--- config.mk ---
export PLATFORM = sky130hd
export DESIGN_NAME = mem_cache_cmd_arbiter_rr
export DESIGN_NICKNAME = d
export VERILOG_FILES = /design/src/rtl/mem_cache_cmd_arbiter_rr.sv
export SDC_FILE = /design/constraint.sdc
export NUM_CORES = 1
export LEC_CHECK = 0
export CAP_MARGIN = 20
export CORE_AREA = 2 2 113 115
export DETAILED_ROUTE_END_ITERATION = 12
export DIE_AREA = 0 0 115 117
export GPL_TIMING_DRIVEN = 1
export PLACE_DENSITY = 0.81
export RECOVER_POWER = 50
export REMOVE_ABC_BUFFERS = 1
export SLEW_MARGIN = 10
export SYNTH_ARGS = -nofsm -noshare
export SYNTH_HDL_FRONTEND = slang
export SYNTH_SLANG_ARGS = --single-unit
--- constraint.sdc ---
create_clock -name clk -period 9.95 [get_ports clk]
set_input_delay 1.4925 -clock clk [delete_from_list [all_inputs] [get_ports clk]]
set_output_delay 1.4925 -clock clk [all_outputs]
set_load 0.02 [all_outputs]
--- src/rtl/mem_cache_cmd_arbiter_rr.sv ---
// Round-robin N-channel command arbiter onto one memory cache port; zero-cycle accept-to-issue, in-order response routing via an ID FIFO.
// Backpressure: a stalled command parks in a hold register and blocks all channels. Optional macro: MEMARB_CH0_PRIORITY_EN.
module mem_cache_cmd_arbiter_rr #(
    parameter int NCH     = 2,
    parameter int MAX_OST = 2,
    parameter int ADDR_W  = 32,
    parameter int DATA_W  = 32,
    parameter int MASK_W  = 2,
    parameter int PTE_W   = 2,
    parameter int ERRTY_W = 2
) (
    input  logic                  clk,
    input  logic                  reset,
    input  logic [NCH-1:0]        req_valid,
    output logic [NCH-1:0]        req_ready,
    input  logic [NCH*ADDR_W-1:0] req_addr,
    input  logic [NCH-1:0]        req_wen,
    input  logic [NCH*DATA_W-1:0] req_wdata,
    input  logic [NCH*MASK_W-1:0] req_wmask,
    input  logic [NCH*PTE_W-1:0]  req_pte,
    output logic [NCH-1:0]        resp_valid,
    output logic                  resp_error,
    output logic [ERRTY_W-1:0]    resp_errty,
    output logic [DATA_W-1:0]     resp_rdata,
    output logic                  mem_req_valid,
    input  logic                  mem_req_ready,
    output logic [ADDR_W-1:0]     mem_req_addr,
    output logic                  mem_req_wen,
    output logic [DATA_W-1:0]     mem_req_wdata,
    output logic [MASK_W-1:0]     mem_req_wmask,
    output logic [PTE_W-1:0]      mem_req_pte,
    input  logic                  mem_resp_valid,
    input  logic                  mem_resp_error,
    input  logic [ERRTY_W-1:0]    mem_resp_errty,
    input  logic [DATA_W-1:0]     mem_resp_rdata
);
    localparam int CH_W  = $clog2(NCH);
    localparam int FP_W  = (MAX_OST > 1) ? $clog2(MAX_OST) : 1;
    localparam int CNT_W = $clog2(MAX_OST + 1);

    typedef struct packed {
        logic [ADDR_W-1:0] addr;
        logic              wen;
        logic [DATA_W-1:0] wdata;
        logic [MASK_W-1:0] wmask;
        logic [PTE_W-1:0]  pte;
    } cmd_t;

    logic [CH_W-1:0]  rr_ptr_q, rr_ptr_d;
    logic             hold_vld_q, hold_vld_d;
    logic [CH_W-1:0]  hold_ch_q, hold_ch_d;
    cmd_t             hold_cmd_q, hold_cmd_d;
    logic [CH_W-1:0]  id_fifo_q [MAX_OST];
    logic [FP_W-1:0]  wr_ptr_q, wr_ptr_d, rd_ptr_q, rd_ptr_d;
    logic [CNT_W-1:0] cnt_q, cnt_d;

    logic [CH_W-1:0]  win_ch, push_ch, head_ch;
    cmd_t             win_cmd, out_cmd;
    logic             any_vld, can_accept, accept, push, pop;

    function automatic logic [FP_W-1:0] ptr_inc(input logic [FP_W-1:0] p);
        return (p == FP_W'(MAX_OST - 1)) ? '0 : p + 1'b1;
    endfunction

    // First valid channel at or after rr_ptr (ch0 pre-empts when prioritised).
    always_comb begin
        int idx;
        idx    = 0;
        win_ch = '0;
`ifdef MEMARB_CH0_PRIORITY_EN
        for (int k = NCH - 2; k >= 0; k--) begin
            idx = int'(rr_ptr_q) + k;
            if (idx >= NCH) idx = idx - (NCH - 1);
            if (req_valid[CH_W'(idx)]) win_ch = CH_W'(idx);
        end
        if (req_valid[0]) win_ch = '0;
`else
        for (int k = NCH - 1; k >= 0; k--) begin
            idx = int'(rr_ptr_q) + k;
            if (idx >= NCH) idx = idx - NCH;
            if (req_valid[CH_W'(idx)]) win_ch = CH_W'(idx);
        end
`endif
    end

    assign win_cmd.addr  = req_addr[win_ch*ADDR_W +: ADDR_W];
    assign win_cmd.wen   = req_wen[win_ch];
    assign win_cmd.wdata = req_wdata[win_ch*DATA_W +: DATA_W];
    assign win_cmd.wmask = req_wmask[win_ch*MASK_W +: MASK_W];
    assign win_cmd.pte   = req_pte[win_ch*PTE_W +: PTE_W];

    assign any_vld    = |req_valid;
    assign can_accept = !hold_vld_q && (cnt_q < CNT_W'(MAX_OST));
    assign accept     = can_accept && any_vld;
    assign req_ready  = accept ? (NCH'(1) << win_ch) : '0;

    assign mem_req_valid = hold_vld_q || accept;
    assign out_cmd       = hold_vld_q ? hold_cmd_q : win_cmd;
    assign mem_req_addr  = out_cmd.addr;
    assign mem_req_wen   = mem_req_valid && out_cmd.wen;
    assign mem_req_wdata = out_cmd.wdata;
    assign mem_req_wmask = out_cmd.wmask;
    assign mem_req_pte   = out_cmd.pte;

    assign push    = mem_req_valid && mem_req_ready;
    assign push_ch = hold_vld_q ? hold_ch_q : win_ch;
    assign pop     = mem_resp_valid && (cnt_q != '0);
    assign head_ch = id_fifo_q[rd_ptr_q];

    assign resp_valid = pop ? (NCH'(1) << head_ch) : '0;
    assign resp_error = mem_resp_error;
    assign resp_errty = mem_resp_errty;
    assign resp_rdata = mem_resp_rdata;

    always_comb begin
        rr_ptr_d   = rr_ptr_q;
        hold_vld_d = hold_vld_q;
        hold_ch_d  = hold_ch_q;
        hold_cmd_d = hold_cmd_q;
        wr_ptr_d   = push ? ptr_inc(wr_ptr_q) : wr_ptr_q;
        rd_ptr_d   = pop  ? ptr_inc(rd_ptr_q) : rd_ptr_q;
        cnt_d      = cnt_q;
        if (push && !pop) cnt_d = cnt_q + 1'b1;
        if (pop && !push) cnt_d = cnt_q - 1'b1;
        if (accept) begin
`ifdef MEMARB_CH0_PRIORITY_EN
            if (win_ch != '0)
                rr_ptr_d = (win_ch == CH_W'(NCH - 1)) ? CH_W'(1) : win_ch + 1'b1;
`else
            rr_ptr_d = (win_ch == CH_W'(NCH - 1)) ? '0 : win_ch + 1'b1;
`endif
        end
        if (hold_vld_q && mem_req_ready) hold_vld_d = 1'b0;
        if (accept && !mem_req_ready) begin
            hold_vld_d = 1'b1;
            hold_ch_d  = win_ch;
            hold_cmd_d = win_cmd;
        end
    end

    always_ff @(posedge clk) begin
        if (reset) begin
`ifdef MEMARB_CH0_PRIORITY_EN
            rr_ptr_q <= CH_W'(1);
`else
            rr_ptr_q <= '0;
`endif
            hold_vld_q <= 1'b0;
            wr_ptr_q   <= '0;
            rd_ptr_q   <= '0;
            cnt_q      <= '0;
        end else begin
            rr_ptr_q   <= rr_ptr_d;
            hold_vld_q <= hold_vld_d;
            wr_ptr_q   <= wr_ptr_d;
            rd_ptr_q   <= rd_ptr_d;
            cnt_q      <= cnt_d;
        end
    end

    // Payload registers need no reset; they are qualified by hold_vld_q / cnt_q.
    always_ff @(posedge clk) begin
        hold_ch_q  <= hold_ch_d;
        hold_cmd_q <= hold_cmd_d;
        if (push) id_fifo_q[wr_ptr_q] <= push_ch;
    end

`ifndef SYNTHESIS
    always_ff @(posedge clk) begin
        if (!reset && ($isunknown({hold_vld_q, cnt_q, rr_ptr_q}) ||
                       int'(cnt_q) > MAX_OST || int'(rr_ptr_q) >= NCH)) begin
            $display("mem_cache_cmd_arbiter_rr: illegal internal state cnt=%0d rr_ptr=%0d", cnt_q, rr_ptr_q);
            $finish;
        end
    end
`endif
endmodule

; Word-level counts from Yosys, hierarchy flattened
; Memory sizes are Yosys's and may differ from the RTL's. A register that Yosys moved wholly into a read port is not among the register bits.
; Index checks and enable logic that the tools add are counted.
[totals]
reg_bits = 76
ram_bits = 2
inputBits = 179
output_inout_bits = 109
word_cells = 75
mem_count = 1
[mem_list]
columns = name, words, word_bits, read_ports, rd_clocked_by_memory_dff, wr, line_no
row1 = id_fifo_q, 2, 1, 1, 1, 1, 53  ; logic [CH_W-1:0] id_fifo_q [MAX_OST];
[op_classes]
n_addsub = 8
magnitude_cmp = 6
shift = 6
n_mux = 25
reduce_logical = 18
[op_table]
columns = op, count
row1 = $shiftx 64x7->32, 2
row2 = $mux 69, 1
row3 = $mux 1, 20
row4 = $logic_and 1x1->1, 9
row5 = $mux 2, 4
row6 = $shiftx 4x3->2, 2
row7 = $lt 1x3->1 const B, 2
row8 = $reduce_bool 2->1, 3
row9 = $logic_not 1->1, 4
row10 = $shl 1x1->2 const A, 2
row11 = $add 1x1->1 const B, 3
row12 = $add 1x1->2 const B, 1
row13 = $add 2x1->2 const B, 1
row14 = $ge 1x2->1 const B, 1
row15 = $ge 2x2->1 const B, 1
row16 = $lt 1x2->1 const B, 1
row17 = $lt 2x2->1 const B, 1
row18 = $reduce_or 2->1, 1
row19 = $sub 1x1->1 const B, 2
row20 = $sub 2x1->2 const B, 1
row21 = $logic_or 1x1->1, 1

; Logic depth before layout (Yosys ltp)
[logic_depth]
word_depth = 12
depth_mapped = 6
ltp_nobuf = 6

; Least setup slack after synthesis
; No wires, ideal clock.
[synth_timing]
path_kind = in2reg
from = input req_valid[1]
to = register hold_ch_q (enable)
setup_time_ns = 0.498
arrival_ns = 4.614
setup_slack_ns = 4.838
stages = 3
cell_sequence = or2_2 nand2_1 nor2_1
[synth_via]
elab_chain_cells = 3
[synth_rtl]
columns = item, line_no
row1 = "start, declared", 14  ; input logic [NCH-1:0] req_valid,
row2 = $reduce_or 2->1, 92  ; assign any_vld = |req_valid;
row3 = $logic_and 1x1->1, 94  ; assign accept = can_accept && any_vld;
row4 = $logic_and 1x1->1, 134  ; if (accept && !mem_req_ready) begin
row5 = "end signal, assigned", 163  ; hold_ch_q <= hold_ch_d;
row6 = "end, declared", 51  ; logic [CH_W-1:0] hold_ch_q, hold_ch_d;
; Every way passes these cells.
; A chain may end at the register's enable or synchronous reset.

==> impl_metrics.csv <==
group,metric,value,unit
clocking,post_cts_resized,0,
final_layout,nets,663,
setup_path,required,8.46,ns
setup_path,crit_path_cell_trace,"dlygate4sd3_1, nand2_1, inv_1, mux2_2, a32o_1, clkdlybuf4s50_1",
final_layout,mostFrequentLayoutCell,"clkdlybuf4s50_1",
setup_path,cp_data_arrival_time,5.58,ns
global_route,grt_pass1_vias,3281,
clocking,clk_pin_slew,0.06,ns
clocking,cts_tree,"done",
sta,finalHoldViolCount,0,
final_layout,n_fill_cell,1051,
sta,slew-limit-headroom,-91.3,%
global_route,use_met2,27.7,%
die,die_y,117,um
clocking,cts.sinks,79,
detailed_routing,drt_iter0_markers,113,
job,maxCapViolCount,2,
yosys,syn_area_per_cell,14.8,um2
yosys,ys_ff_latch,79,
die,rows,41,
final_layout,drive_above_1_share,21.1,%
global_route,grt_pass1_wl,18200,um
global_route,grt_max_degree,76,
detailed_routing,drt-total-wl,12600,um
setup_path,end_kind,"output port",
setup_path,slowest_stage,"nand2_1",
sta,finClkSkew,0.00514,ns
setup_path,cp_max_fo,71,
sta,setup_viol_count_final,0,
clocking,cts_buffers,9,
yosys,yosysTopAreaCellShare,47.9,%
status,outcome,"complete, but fails checks",
global_route,antenna_found_initial,0,
yosys,synth-edff-count,72,
yosys,synth.area.top_cells,"edfxtp_1 48%, mux2_2 31%, buf_4 6.0%",
place,dp_hpwl,9460,um
yosys,synthDistinctLibCells,29,
sta,period_minus_slack,7.07,ns
final_layout,regArea,0.00231,mm2
setup_path,critPathKind,"in -> out",
global_route,track_usage,18.3,%
global_route,grt_util_met1,19.9,%
place,routabilityCongestion,0.699,
detailed_routing,ant_nets,0,
sta,min_period_over_period,71.1,%
die,die-area,0.0135,mm2
worst_hold_path,hold_path.class,"reg -> reg",
place,io_buffers,217,
power,max-vdd-ir-drop,80.5,uV
sta,setup_tns,0,ns
final_layout,num_antenna_cells,0,
final_layout,multi_input_area,0.00175,mm2
yosys,ys.warnings.count,0,
power,finalPower,0.00131,W
global_route,top_usage_layer,"met2",
power,power_density,193,mW/mm2
sta,rsz0062_at_grt,"false",
status,violations,"capacitance limit, slew limit",
setup_path,crit_buf_inv,3,
setup_path,critical_path.top_delay_family,"simple AND/OR/NAND/NOR gates",
sta,slew_viol_final,104,
yosys,synth_area_leader_cell,"edfxtp_1",
clocking,postCtsSetupBuffers,0,
setup_path,startpoint_type,"input pin",
final_layout,layout.cells.non_filler,638,
global_route,grt_overflow_total,0,
setup_path,crit_path_max_incr_delay,2.00,ns
clocking,cts.path.max_buffers,2,
yosys,syn_inst,305,
yosys,synth-main-ff-cell,"edfxtp_1",
detailed_routing,dr.pass1.iters,4,
die,die_w,115,um
sta,fmax,0.141,GHz
die,core_area,0.0123,mm2
detailed_routing,via_per_inst,5.00,
detailed_routing,drcViolationCount,0,
clocking,ctsHtreeMaxLevel,3,
die,ios,288,
yosys,synth.yosys.seq_area_share,51.0,%
clocking,postCtsHoldBufs,0,
clocking,clk_latency,0.34,ns
power,power.leakage,2.40,nW
yosys,synth_async_sr_flop_share,0,%
final_layout,syn2layout_area_growth,50.6,%
clocking,cts-root-buf,"clkbuf_16",
final_layout,layout_common_cells,"215 x clkdlybuf4s50_1, 85 x mux2_2, 72 x edfxtp_1, 53 x mux2_1",
place,place_inst,622,
sta,worst_pin_slew,2.87,ns
global_route,use_met3,12.6,%
yosys,netlist_area,0.00451,mm2
die,start_util,36.7,%
detailed_routing,vias,3188,
detailed_routing,wl_per_cell,19.8,um
[report_power, final]
part	switching, W	internal [W]	total (W)
registers	0.0000307	0.000437	0.000468
logic	0.000201	0.000241	0.000443
clock network	0.000130	0.000270	0.000400
total	0.000362	0.000949	0.00131
[per-stage QoR]
stage	hold WS [ns]	instance area [um2]	worst slack [ns]	util, %
floorplan	0.472	4120	4.83	-
global placement	0.489	6500	4.48	52.8
detailed placement	0.496	6500	4.41	52.8
CTS	0.515	6860	4.42	55.7
global route	0.543	6800	2.49	55.2
finish	0.512	6800	2.88	55.2
[registers in the layout, indices dropped and copies added, names as in the netlist, named ones only]
| signal | count |
|---|---|
| rr_ptr_q | 1 |
| wr_ptr_q | 1 |
| hold_vld_q | 1 |
| rd_ptr_q | 1 |
| id_fifo_q | 2 |
| cnt_q | 2 |
| hold_ch_q | 1 |
| hold_cmd_q | 69 |
[final timing paths]
path | slack [ns] | depth (start not counted) | start | endpoint
setup / recovery | 2.88 | 6 | req_valid[0] | mem_req_wen
hold / removal | 0.51 | 2 | rd_ptr_q | rd_ptr_q
setup reg to reg | 5.95 | 4 | hold_vld_q | hold_cmd_q[31]
hold reg to reg | 0.51 | 2 | rd_ptr_q | rd_ptr_q
[routing by layer]
layer  up-vias  part of all wire (%)
li1       1460                     -
met1      1512                    37
met2       190                    45
met3        22                    15
met4         4                   1.8
met5         -                  0.71
[layout make-up]
type | instances | share of cell area [%]
flip-flops and latches | 79 | 33.9
repair buffers | 218 | 32.1
multi-input cells | 172 | 25.8
clock buffers | 10 | 3.37
well taps | 150 | 2.76
clock inverters | 6 | 1.95
inverters | 3 | 0.166
[cells in the mapped netlist (all sizes together) (2+ instances only)]
library cell	n
nor2b	2
inv	3
a21oi	2
nor3	2
o21ai	3
nand2	3
dfxtp	7
xor2	2
buf	43
edfxtp	72
nor2	9
mux2	138
clkbuf	8
[logic make-up (layout without fill, tap and decap cells)]
| kind of cell | after synthesis | count (layout) | share of synthesized area, % |
|---|---|---|---|
| muxes | 139 | 139 | 35.7 |
| AOI/OAI and AO/OA | 8 | 8 | 1.08 |
| and+or+nand+nor | 21 | 21 | 2.38 |
| adders and majority gates | 1 | 1 | 0.277 |
| xor gates and xnor gates | 3 | 3 | 0.582 |
| DFF | 79 | 79 | 51.0 |
| buffers and inverters | 54 | 237 | 8.93 |
[worst reg2reg max path: stages, from the launching register on]
cell	delay, ns
dfxtp_4	0.57
nor2_1	0.33
nand2_1	0.12
nor2_1	1.86
buf_4	0.73
Power figures use the tool's default switching activity.
